[config.mk]
export PLATFORM = sky130hd
export DESIGN_NAME = trace_window_controller
export DESIGN_NICKNAME = d
export VERILOG_FILES = /design/src/rtl/trace_window_controller.sv
export SDC_FILE = /design/constraint.sdc
export NUM_CORES = 1
export LEC_CHECK = 0
export CORE_MARGIN = 10
export CORE_UTILIZATION = 35
export CTS_CLUSTER_DIAMETER = 60
export CTS_CLUSTER_SIZE = 8
export DETAILED_ROUTE_END_ITERATION = 10
export GPL_TIMING_DRIVEN = 0
export PLACE_DENSITY_LB_ADDON = 0.05
export RECOVER_POWER = 50
export SLEW_MARGIN = 20
export SYNTH_ARGS = -nofsm -noshare
export SYNTH_HDL_FRONTEND = slang
export SYNTH_SLANG_ARGS = --single-unit
[constraint.sdc]
create_clock -name clk -period 6.9 [get_ports clk]
set_clock_uncertainty 0.15 [all_clocks]
set_input_delay 0.69 -clock clk [delete_from_list [all_inputs] [get_ports clk]]
set_output_delay 0.69 -clock clk [all_outputs]
set_load 0.01 [all_outputs]
[src/rtl/trace_window_controller.sv]
// Trace window sequencer: arms on a start PC, captures filtered retirements into a
// small FIFO, stops on a stop PC, budget or abort, then drains to the trace sink.
module trace_window_controller #(
    parameter int PC_WIDTH   = 64,
    parameter int FIFO_DEPTH = 4,
    parameter int CNT_WIDTH  = 32
) (
    input  logic                 clk,
    input  logic                 rst,
    input  logic                 cfg_wr,
    input  logic [1:0]           cfg_addr,
    input  logic [PC_WIDTH-1:0]  cfg_wdata,
    input  logic                 pc_valid,
    input  logic [PC_WIDTH-1:0]  pc,
    input  logic                 drop_instr,
    output logic                 m_valid,
    output logic [PC_WIDTH-1:0]  m_pc,
    input  logic                 m_ready,
    output logic [1:0]           state,
    output logic [CNT_WIDTH-1:0] captured_count,
    output logic [CNT_WIDTH-1:0] overflow_count
);
    localparam int AW = $clog2(FIFO_DEPTH);

    typedef enum logic [1:0] {S_IDLE, S_ARMED, S_ACTIVE, S_DRAIN} state_t;

    state_t               state_q;
    logic [PC_WIDTH-1:0]  start_q, stop_q;
    logic [CNT_WIDTH-1:0] budget_q;
    logic [PC_WIDTH-1:0]  mem_q [FIFO_DEPTH];
    logic [AW-1:0]        wr_ptr_q, rd_ptr_q;
    logic [AW:0]          occ_q, occ_d;
    logic [CNT_WIDTH-1:0] cap_q, cap_d, ovf_q, ovf_d;

    logic ctrl_wr, arm, abort, start_hit, stop_hit;
    logic cap_ev, full, empty, pop, push, budget_hit;

    assign ctrl_wr   = cfg_wr && (cfg_addr == 2'd3);
    assign arm       = ctrl_wr && cfg_wdata[0] && !cfg_wdata[1];
    assign abort     = ctrl_wr && cfg_wdata[1];
    assign start_hit = pc_valid && (pc == start_q);
    assign stop_hit  = pc_valid && (pc == stop_q);

    // Abort wins over any capture in the same cycle.
    always_comb begin
        cap_ev = 1'b0;
        case (state_q)
            S_ARMED:  cap_ev = start_hit && !abort;
            S_ACTIVE: cap_ev = !abort && pc_valid && (!drop_instr || stop_hit);
            default:  cap_ev = 1'b0;
        endcase
    end

    assign full  = (occ_q == (AW+1)'(FIFO_DEPTH));
    assign empty = (occ_q == '0);
    assign pop   = !empty && m_ready;
    assign push  = cap_ev && (!full || pop);
    assign occ_d = occ_q + (AW+1)'(push) - (AW+1)'(pop);
    assign cap_d = cap_q + CNT_WIDTH'(push);
    assign ovf_d = (cap_ev && !push && (ovf_q != '1)) ? ovf_q + CNT_WIDTH'(1) : ovf_q;
    // Only accepted items count toward the budget.
    assign budget_hit = push && (budget_q != '0) && (cap_d == budget_q);

    always_ff @(posedge clk) begin
        if (rst) begin
            state_q  <= S_IDLE;
            start_q  <= '0;
            stop_q   <= '0;
            budget_q <= '0;
            wr_ptr_q <= '0;
            rd_ptr_q <= '0;
            occ_q    <= '0;
            cap_q    <= '0;
            ovf_q    <= '0;
            for (int i = 0; i < FIFO_DEPTH; i++) mem_q[i] <= '0;
        end else begin
            if (state_q == S_IDLE && cfg_wr) begin
                case (cfg_addr)
                    2'd0:    start_q  <= cfg_wdata;
                    2'd1:    stop_q   <= cfg_wdata;
                    2'd2:    budget_q <= cfg_wdata[CNT_WIDTH-1:0];
                    default: ;
                endcase
            end
            if (push) begin
                mem_q[wr_ptr_q] <= pc;
                wr_ptr_q        <= wr_ptr_q + AW'(1);
            end
            if (pop) rd_ptr_q <= rd_ptr_q + AW'(1);
            occ_q <= occ_d;
            if (state_q == S_IDLE && arm) begin
                cap_q <= '0;
                ovf_q <= '0;
            end else begin
                cap_q <= cap_d;
                ovf_q <= ovf_d;
            end
            case (state_q)
                S_IDLE:   if (arm) state_q <= S_ARMED;
                S_ARMED: begin
                    if (abort)          state_q <= S_DRAIN;
                    else if (start_hit) state_q <= budget_hit ? S_DRAIN : S_ACTIVE;
                end
                S_ACTIVE: if (abort || stop_hit || budget_hit) state_q <= S_DRAIN;
                S_DRAIN:  if (empty) state_q <= S_IDLE;
                default:  state_q <= S_IDLE;
            endcase
        end
    end

    assign m_valid        = !empty;
    assign m_pc           = mem_q[rd_ptr_q];
    assign state          = state_q;
    assign captured_count = cap_q;
    assign overflow_count = ovf_q;
endmodule

; ---- Word-level counts from Yosys, hierarchy flattened
; Memory sizes are Yosys's and may differ from the RTL's. A register that Yosys moved wholly into a read port is not among the register bits.
; Index checks and enable logic that the tools add are counted.
[word_totals]
out_inout_bits = 131
inputBits = 136
register_bits = 233
mem_bits_rw = 256
elab_cells = 86
memories = 1
[mem_list]
columns = name, depth, width, read_ports, rd_clocked_by_memory_dff, write_ports, line
row1 = mem_q, 4, 64, 1, 1, 4, 30  ; logic [PC_WIDTH-1:0] mem_q [FIFO_DEPTH];
[op_classes]
eq_ne = 15
n_addsub = 6
mux = 18
n_reduce_logical = 37
[ops]
columns = op, n
row1 = equality test 64 bit, 2
row2 = two-way mux 64 bit, 1
row3 = OR reduction 64 bit, 1
row4 = adder 32 x 1 -> 32 bit, 1
row5 = "adder 32 x 1 -> 32 bit, second input constant", 1
row6 = equality test 32 bit, 1
row7 = "inequality test 32 bit, second input constant", 1
row8 = nonzero test 32 bit, 1
row9 = logical AND 1 bit, 17
row10 = two-way mux 2 bit, 8
row11 = "equality test 2 bit, second input constant", 4
row12 = one-hot mux 2 bit (4 select lines), 1
row13 = two-way mux 1 bit, 7
row14 = logical NOT 1 bit, 6
row15 = "inequality test 2 bit, second input constant", 3
row16 = AND reduction 2 bit, 3
row17 = "adder 2 x 1 -> 2 bit, second input constant", 2
row18 = "equality test 2 x 1 -> 1 bit, second input constant", 2
row19 = logical NOT 2 bit, 2
row20 = logical OR 1 bit, 4
row21 = AND reduction 4 bit, 1
row22 = adder 3 x 1 -> 3 bit, 1
row23 = "equality test 3 bit, second input constant", 1
row24 = logical NOT 3 bit, 1
row25 = 4 further kinds, 4

; ---- Longest topological paths before layout
; Gate-level depths: netlist of run 1.
[logic_depth]
word_depth = 15
depth_mapped = 21
depth_no_buf = 20

; ---- Worst setup path after synthesis of run 1
; No wires, ideal clock.
[synth_path]
kind = input port to flip-flop
startpoint = input pc[27]
endpoint = register state_q[0] (netlist: state[0])
setup_time_ps = 120
setup_slack_ps = 1602
t_arrival_ps = 5028
required_time_ps = 6630
stages = 17
path_buffers = 0
cell_sequence = nor2b_1 > a2111oi_0 > nand4_1 > or4_1 > o31ai_1 > nor2_1 > inv_1 > ha_1 > nand4_1 > or3_1 > nor4_1 > mux2_2 > a2111oi_0 > nand4_1 > nor4_4 > o21ai_2 > o31a_1
[synth_via]
elab_chain_cells = 13
elab_cells_between_ends = 22
cone_classes = add/sub (1) / eq/ne (5) / mux (5) / reduce/logical (11)
[synth_lines]
columns = element, line
row1 = from (decl), 14  ; input logic [PC_WIDTH-1:0] pc,
row2 = equality test 64 bit, 42  ; assign stop_hit = pc_valid && (pc == stop_q);
row3 = logical AND 1 bit, 42
row4 = logical OR 1 bit, 49  ; S_ACTIVE: cap_ev = !abort && pc_valid && (!drop_instr || stop_hit);
row5 = logical AND 1 bit, 49
row6 = one-hot mux 1 bit (2 select lines) (*), 47  ; case (state_q)
row7 = logical AND 1 bit (*), 57  ; assign push = cap_ev && (!full || pop);
row8 = named net push, 36  ; logic cap_ev, full, empty, pop, push, budget_hit;
row9 = adder 32 x 1 -> 32 bit, 59  ; assign cap_d = cap_q + CNT_WIDTH'(push);
row10 = equality test 32 bit, 62  ; assign budget_hit = push && (budget_q != '0) && (cap_d == budget_q);
row11 = logical AND 1 bit (*), 62
row12 = two-way mux 1 bit, 102  ; else if (start_hit) state_q <= budget_hit ? S_DRAIN : S_ACTIVE;
row13 = two-way mux 2 bit, 102
row14 = two-way mux 2 bit, 101  ; if (abort) state_q <= S_DRAIN;
row15 = one-hot mux 2 bit (4 select lines), 98  ; case (state_q)
row16 = to (signal assigned), 102
row17 = to (decl), 27  ; state_t state_q;
; Mark *: on every way through the listed nets, which the timed path passes. The rest lies on a longest branch. The select of a mux whose other input is x is not followed.
; A chain may end at the register's enable or synchronous reset.

; ---- Final worst setup path of run 1
[layout_path]
startpoint = input pc[35]
endpoint = register state_q[0] (netlist: state[0])
; Same word-level chain as after synthesis.

==> flow_metrics.env, run 1 <==
export IMPL_area_delta_synth_final_pct=26.7
export IMPL_synth_edf_count=256
export IMPL_grt_use_total_pct=22.1
export IMPL_h_tree_depth=3
export IMPL_finalSetupViolCount=0
export IMPL_worstRegToRegCells=18
export IMPL_drt_pass1_iter_count=5
export IMPL_fmax_ghz=0.151
export IMPL_wl_microns=84800
export IMPL_dieArea_sq_um=75600
export IMPL_crit_type="input pin to flop"
export IMPL_yosysSeqAreaShare_pct=54.5
export IMPL_critical_path_max_fanout=10
export IMPL_grt_pass1_wl_microns=123000
export IMPL_netlist_instances=2149
export IMPL_diodes=0
export IMPL_synth_area_leaders="edfxtp_1, dfxtp_1, mux4_2"
export IMPL_cts_tree="built"
export IMPL_hold_viol=0
export IMPL_yosysWarningCount=0
export IMPL_cpMostUsedCell="nand4_1"
export IMPL_status="finished, violations left"
export IMPL_drive_gt1_share_pct=7.99
export IMPL_avgRoutedWirePerCell_microns=25.0
export IMPL_crit_family="simple AND/OR/NAND/NOR gates"
export IMPL_hold_path_class="flop to flop"
export IMPL_ant_nets=0
export IMPL_synth_cell_type_count=76
export IMPL_r2r_start="stop_q[45]"
export IMPL_slowest_stage="a2111oi_0"
export IMPL_slew_violations=94
export IMPL_fin_setup_tns_ps=0
export IMPL_port_buffer_count=264
export IMPL_cts_inserted_buffers=73
export IMPL_globalRoute_totalOverflow=0
export IMPL_gp_congestion=0.969
export IMPL_crit_cells=19
export IMPL_r2r_setup_slack_ps=720
export IMPL_ios=267
export IMPL_finalNetCount=2641
export IMPL_drt_iter0_drc=1292
export IMPL_yosys_area_top_type_share_pct=33.8
export IMPL_core_area_sq_um=64300
export IMPL_cts_sinks=491
export IMPL_syn_avg_cell_area_sq_um=10.6
export IMPL_syn_num_nets=2296
export IMPL_grt_max_degree=41
export IMPL_synthFlopType="edfxtp_1"
export IMPL_die_w_microns=275
export IMPL_synthTopCellsByCount="nand2_1, edfxtp_1, dfxtp_1"
export IMPL_fin_crit_sh_pct=95.8
export IMPL_power_density_nw_per_um2=280
export IMPL_crit_buf_inv=3
export IMPL_cap_violations=3
export IMPL_viasPerCell=5.24
export IMPL_antenna_found_initial=6
export IMPL_grt_pass1_vias=18300
export IMPL_finalPower_w=0.00807
export IMPL_hpwl_microns=62000
export IMPL_placedCellCount=3273
export IMPL_rows=93
export IMPL_synthArstFlopShare_pct=0
export IMPL_synth_largest_area_cell="edfxtp_1"
export IMPL_ys_ff_latch=491
export IMPL_setup_worst_path_end="state[0]"
export IMPL_whs_ps=307
export IMPL_rsz0062_at_grt="no"
export IMPL_clock_root_buffer="clkbuf_16"
export IMPL_crit_arrival_ps=6930
export IMPL_chipHeight_microns=275
export IMPL_vdd_drop_max_uv=177
export IMPL_violations="capacitance limit, slew limit"
export IMPL_start_util_pct=35.3
export IMPL_worst_slew_pin_slew_ps=2090
export IMPL_cts_max_path_buffers=3
export IMPL_drc=0
export IMPL_crit_path_end_kind="flop"
export IMPL_hold_buffers=0
export IMPL_final_cells=3397
export IMPL_vias=17800
export IMPL_path_clk_slew_ps=50
export IMPL_syn_cell_area_sq_um=22700
export IMPL_critPathMaxStageDelay_ps=700
export IMPL_clk_insertion_delay_late_ps=610
export IMPL_maxSlewHeadroom_pct=-39.2
export IMPL_r2r_end="state[0]"
export IMPL_leakagePower_nw=10.5
export IMPL_cp_required_ps=7220
export IMPL_synth_most_common_cell="nand2_1"
export IMPL_path_cells="clkdlybuf4s50_1, nor2b_1, or4_1, nor4_1, nand4_1, o31ai_1, nor2_2, inv_1, ha_1, nand4_1, buf_2, nor3_2, xnor2_1, a2111oi_0, o311a_1, o2111ai_1, nor4_4, o21ai_2, o31a_1"
export IMPL_cp_startpoint="pc[35]"
export IMPL_cp_start_kind="input pin"
export IMPL_min_period_ps=6610
tightest hold or removal path: cells and delay by family, from the launching register on:
family | cells | cell delay [ps]
compound gates | 1 | 50
simple gates | 1 | 50
flops | 1 | 300
how the worst min path moves through the flow:
| stage | start | to | slack [ps] | depth (start not counted) |
|---|---|---|---|---|
| after floorplan | start_q[10] | start_q[10] | 290 | 2 |
| after global placement | start_q[1] | start_q[1] | 300 | 2 |
| after detailed placement | start_q[10] | start_q[10] | 300 | 2 |
| after CTS | start_q[10] | start_q[10] | 310 | 2 |
| after global routing | start_q[6] | start_q[6] | 330 | 2 |
| final | start_q[9] | start_q[9] | 310 | 2 |
metal layers:
metal | wire, microns | share of wire (%) | GRT usage, %
met1 | 36000 | 43 | 27.9
met2 | 41500 | 49 | 37.4
met3 | 5050 | 6.0 | 4.66
met4 | 2140 | 2.5 | 6.95
met5 | 55 | 0.065 | 0
final cells by class:
cell class | instances | area, sq um
sequential | 491 | 12400
timing repair buffer | 270 | 2780
multi-input combinational | 1490 | 9780
inverter | 36 | 135
buffer | 132 | 524
clock inverter | 6 | 75.1
fill | 6172 | 35500
tap | 855 | 1070
clock buffer | 117 | 2070
stage by stage:
step                      area [sq um]  setup WS, ps  util, %
final                            28800           289     44.8
after CTS                        28800          15.4     44.7
after global placement           26500         -1650     41.1
after detailed placement         26600         -1320     41.4
after global routing             28800          70.5     44.8
after floorplan                  22700          1600        -
kinds of logic after synthesis:
logic type / after synthesis / share of synthesized area (%)
AO/OA/AOI/OAI: 235 / 5.99
adder cells (fa/ha/maj): 11 / 0.638
AND/OR/NAND/NOR: 991 / 22.3
flip-flops: 491 / 54.5
multiplexers: 70 / 6.61
XOR/XNOR: 183 / 7.11
buffers and inverters: 168 / 2.90
sequential cells by signal, indices dropped and copies added, names as in the netlist, 3 cells and up, named ones only:
signal,count
mem_q,256
occ_q,3
overflow_count,32
captured_count,32
budget_q,32
start_q,64
stop_q,64
layout by cell type, fill, tap and decap left out, types with 36 or more instances in the layout:
cell / n
nand2_1: 374
edfxtp_1: 256
dfxtp_1: 235
a21oi_1: 173
clkdlybuf4s50_1: 169
clkbuf_1: 145
and3_1: 131
and2_1: 115
xnor2_1: 112
nor2_1: 100
dlygate4sd3_1: 92
clkbuf_16: 76
xor2_1: 68
mux4_2: 64
nand4_1: 49
nor2b_1: 43
nor4_1: 41
inv_1: 36
where the power goes:
group	internal, W	switching, W
registers	0.00319	0.0000744
logic	0.000654	0.000762
clock network	0.00207	0.00132
total	0.00591	0.00216
what timing repair did:
action,CTS,global route
endpoints found under the setup margin,2,2
gates resized for setup,4,15
pin swaps,0,1
buffers inserted,0,1
Note: power is estimated with default switching activity, not from simulation.
==> run 2: changes to the inputs <==
CTS_CLUSTER_DIAMETER = 30   (was 60)
==> run 2 against run 1 <==
Critical endpoint unchanged. Count of clock-buffer cells in the layout rose by 61. Critical path depth rose by 2. The flow still finishes with violations (capacitance limit, slew limit). Register-to-register slack about the same. Sequential power hardly changed. Via count increased by 1.7%. Die area unchanged. Final cell count increased by 3.1%.
==> flow_metrics.env, run 2 (same netlist as run 1, synthesis figures left out) <==
export IMPL_finalNetCount=2697
export IMPL_cp_required_ps=7370
export IMPL_start_util_pct=35.3
export IMPL_seq_area_sq_um=12400
export IMPL_violations="capacitance limit, slew limit"
export IMPL_grt_pass1_vias=18900
export IMPL_ant_nets=0
export IMPL_hold_buffers=0
export IMPL_regMostFlops="mem_q"
export IMPL_grt_max_degree=41
export IMPL_path_clk_slew_ps=40
export IMPL_wl_met1_microns=36500
export IMPL_drt_iter0_drc=1473
export IMPL_placedCellCount=3273
export IMPL_grt_use_total_pct=22.5
export IMPL_critical_path_max_fanout=10
export IMPL_dp_slack_ps=-1320
export IMPL_wl_met2_microns=41600
export IMPL_gp_congestion=0.969
export IMPL_port_buffer_count=264
export IMPL_largest_reg_flops=256
export IMPL_crit_arrival_ps=7020
export IMPL_top_regs="mem_q: 256 flops, start_q: 64 flops, stop_q: 64 flops"
export IMPL_dieArea_sq_um=75600
export IMPL_timing_final_ws_setup_ps=350
export IMPL_met3_length_microns=5340
export IMPL_cts_tree="built"
export IMPL_rsz0062_at_grt="no"
export IMPL_clock_root_buffer="clkbuf_16"
export IMPL_diodes=0
export IMPL_final_cells=3504
export IMPL_hold_viol=0
export IMPL_cts_max_path_buffers=3
export IMPL_finalSetupViolCount=0
export IMPL_cts_sinks=491
export IMPL_rows=93
export IMPL_slew_violations=104
export IMPL_drt_pass1_iter_count=5
export IMPL_die_w_microns=275
export IMPL_fin_crit_sh_pct=94.9
export IMPL_r2r_setup_slack_ps=720
export IMPL_hold_path_class="flop to flop"
export IMPL_leakagePower_nw=11.7
export IMPL_ios=267
export IMPL_cp_start_kind="input pin"
export IMPL_drive_gt1_share_pct=11.7
export IMPL_cap_violations=4
export IMPL_chipHeight_microns=275
export IMPL_fmax_ghz=0.153
export IMPL_wl_microns=85700
export IMPL_cts_inserted_buffers=130
export IMPL_worst_slew_pin_slew_ps=2120
export IMPL_h_tree_depth=4
export IMPL_vdd_drop_max_uv=217
export IMPL_fin_setup_tns_ps=0
export IMPL_globalRoute_totalOverflow=0
export IMPL_vias=18100
export IMPL_hpwl_microns=62000
export IMPL_grt_pass1_wl_microns=125000
export IMPL_avgRoutedWirePerCell_microns=24.5
export IMPL_crit_path_end_kind="flop"
export IMPL_viasPerCell=5.17
export IMPL_status="finished, violations left"
export IMPL_crit_type="input pin to flop"
export IMPL_multiInputGateArea_sq_um=9770
export IMPL_clk_insertion_delay_late_ps=690
export IMPL_highest_layer="met5"
export IMPL_worstRegToRegCells=20
export IMPL_maxSlewHeadroom_pct=-41.4
export IMPL_drc=0
export IMPL_final_cell_mix="nand2_1, edfxtp_1, dfxtp_1, clkdlybuf4s50_1, a21oi_1"
export IMPL_area_delta_synth_final_pct=36.8
export IMPL_power_density_nw_per_um2=348
export IMPL_min_period_ps=6550
export IMPL_antenna_found_initial=5
export IMPL_fill_cells=5963
export IMPL_core_area_sq_um=64300
export IMPL_final_common_cell="nand2_1"
export IMPL_hold_depth=2
-- run 2: changes by cell type in the layout (fill, tap and decap cells not counted), sizes merged, moves of 3 or more --
cell           previous run  this run
dlygate4sd3              92        71
clkdlybuf4s50           169       192
clkbuf                  225       282
inv                      37        40
bufinv                    1        15
clkinv                    2        33
buf                      30        33
-- run 2: metal layers --
layer	global-route usage (%)	vias up
met1	28.0	8914
li1	-	8483
met4	7.62	8
met3	5.97	142
met2	37.4	555
met5	0	-
-- run 2: area by class of cell --
class	count	area share (%)
Clock buffer	178	12.3
Multi-Input combinational cell	1490	31.4
Inverter	36	0.434
Tap cell	855	3.44
Timing Repair Buffer	269	8.89
Sequential cell	491	39.8
Buffer	132	1.68
Clock inverter	53	2.07
-- run 2: worst max-delay path, cell delays in order --
cell	delay (ps)
dlygate4sd3_1	710
nor2b_1	270
a2111o_1	380
a2111oi_2	450
nand4_1	380
nor4_2	330
nor2_2	230
inv_1	220
ha_1	280
ha_1	160
buf_2	210
nand4_4	220
or4_1	620
nor3_2	280
xor2_1	130
a2111oi_2	460
nand4_1	200
nor4_4	270
o21ai_2	140
a21oi_1	190
o31a_1	160
-- run 2: stage by stage --
step	util (%)	power, W	hold slack, ps	cell area [sq um]
final	48.3	0.0108	304	31100
after global routing	48.3	0.0112	329	31100
after CTS	48.3	0.0109	306	31100
after detailed placement	41.4	0.00478	300	26600
after global placement	41.1	0.00477	296	26500
after floorplan	-	0.00406	286	22700
-- run 2: what timing repair did --
action / in CTS / in global routing
pin swaps: 0 / 0
setup endpoints to repair: 2 / 2
buffers inserted: 0 / 0
gates cloned: 0 / 0
gates resized for setup: 3 / 11
-- run 2: worst paths after layout --
kind,startpoint,end
setup / recovery,pc[41],state[0]
hold / removal,start_q[9],start_q[9]
setup reg to reg,stop_q[45],state[0]
hold reg to reg,start_q[9],start_q[9]
-- run 2: power breakdown --
part / switching (W) / leakage, nW / total, W / internal (W)
clock: 0.00176 / 2.19 / 0.00611 / 0.00435
combinational: 0.000767 / 4.91 / 0.00144 / 0.000669
sequential: 0.0000744 / 4.55 / 0.00327 / 0.00320
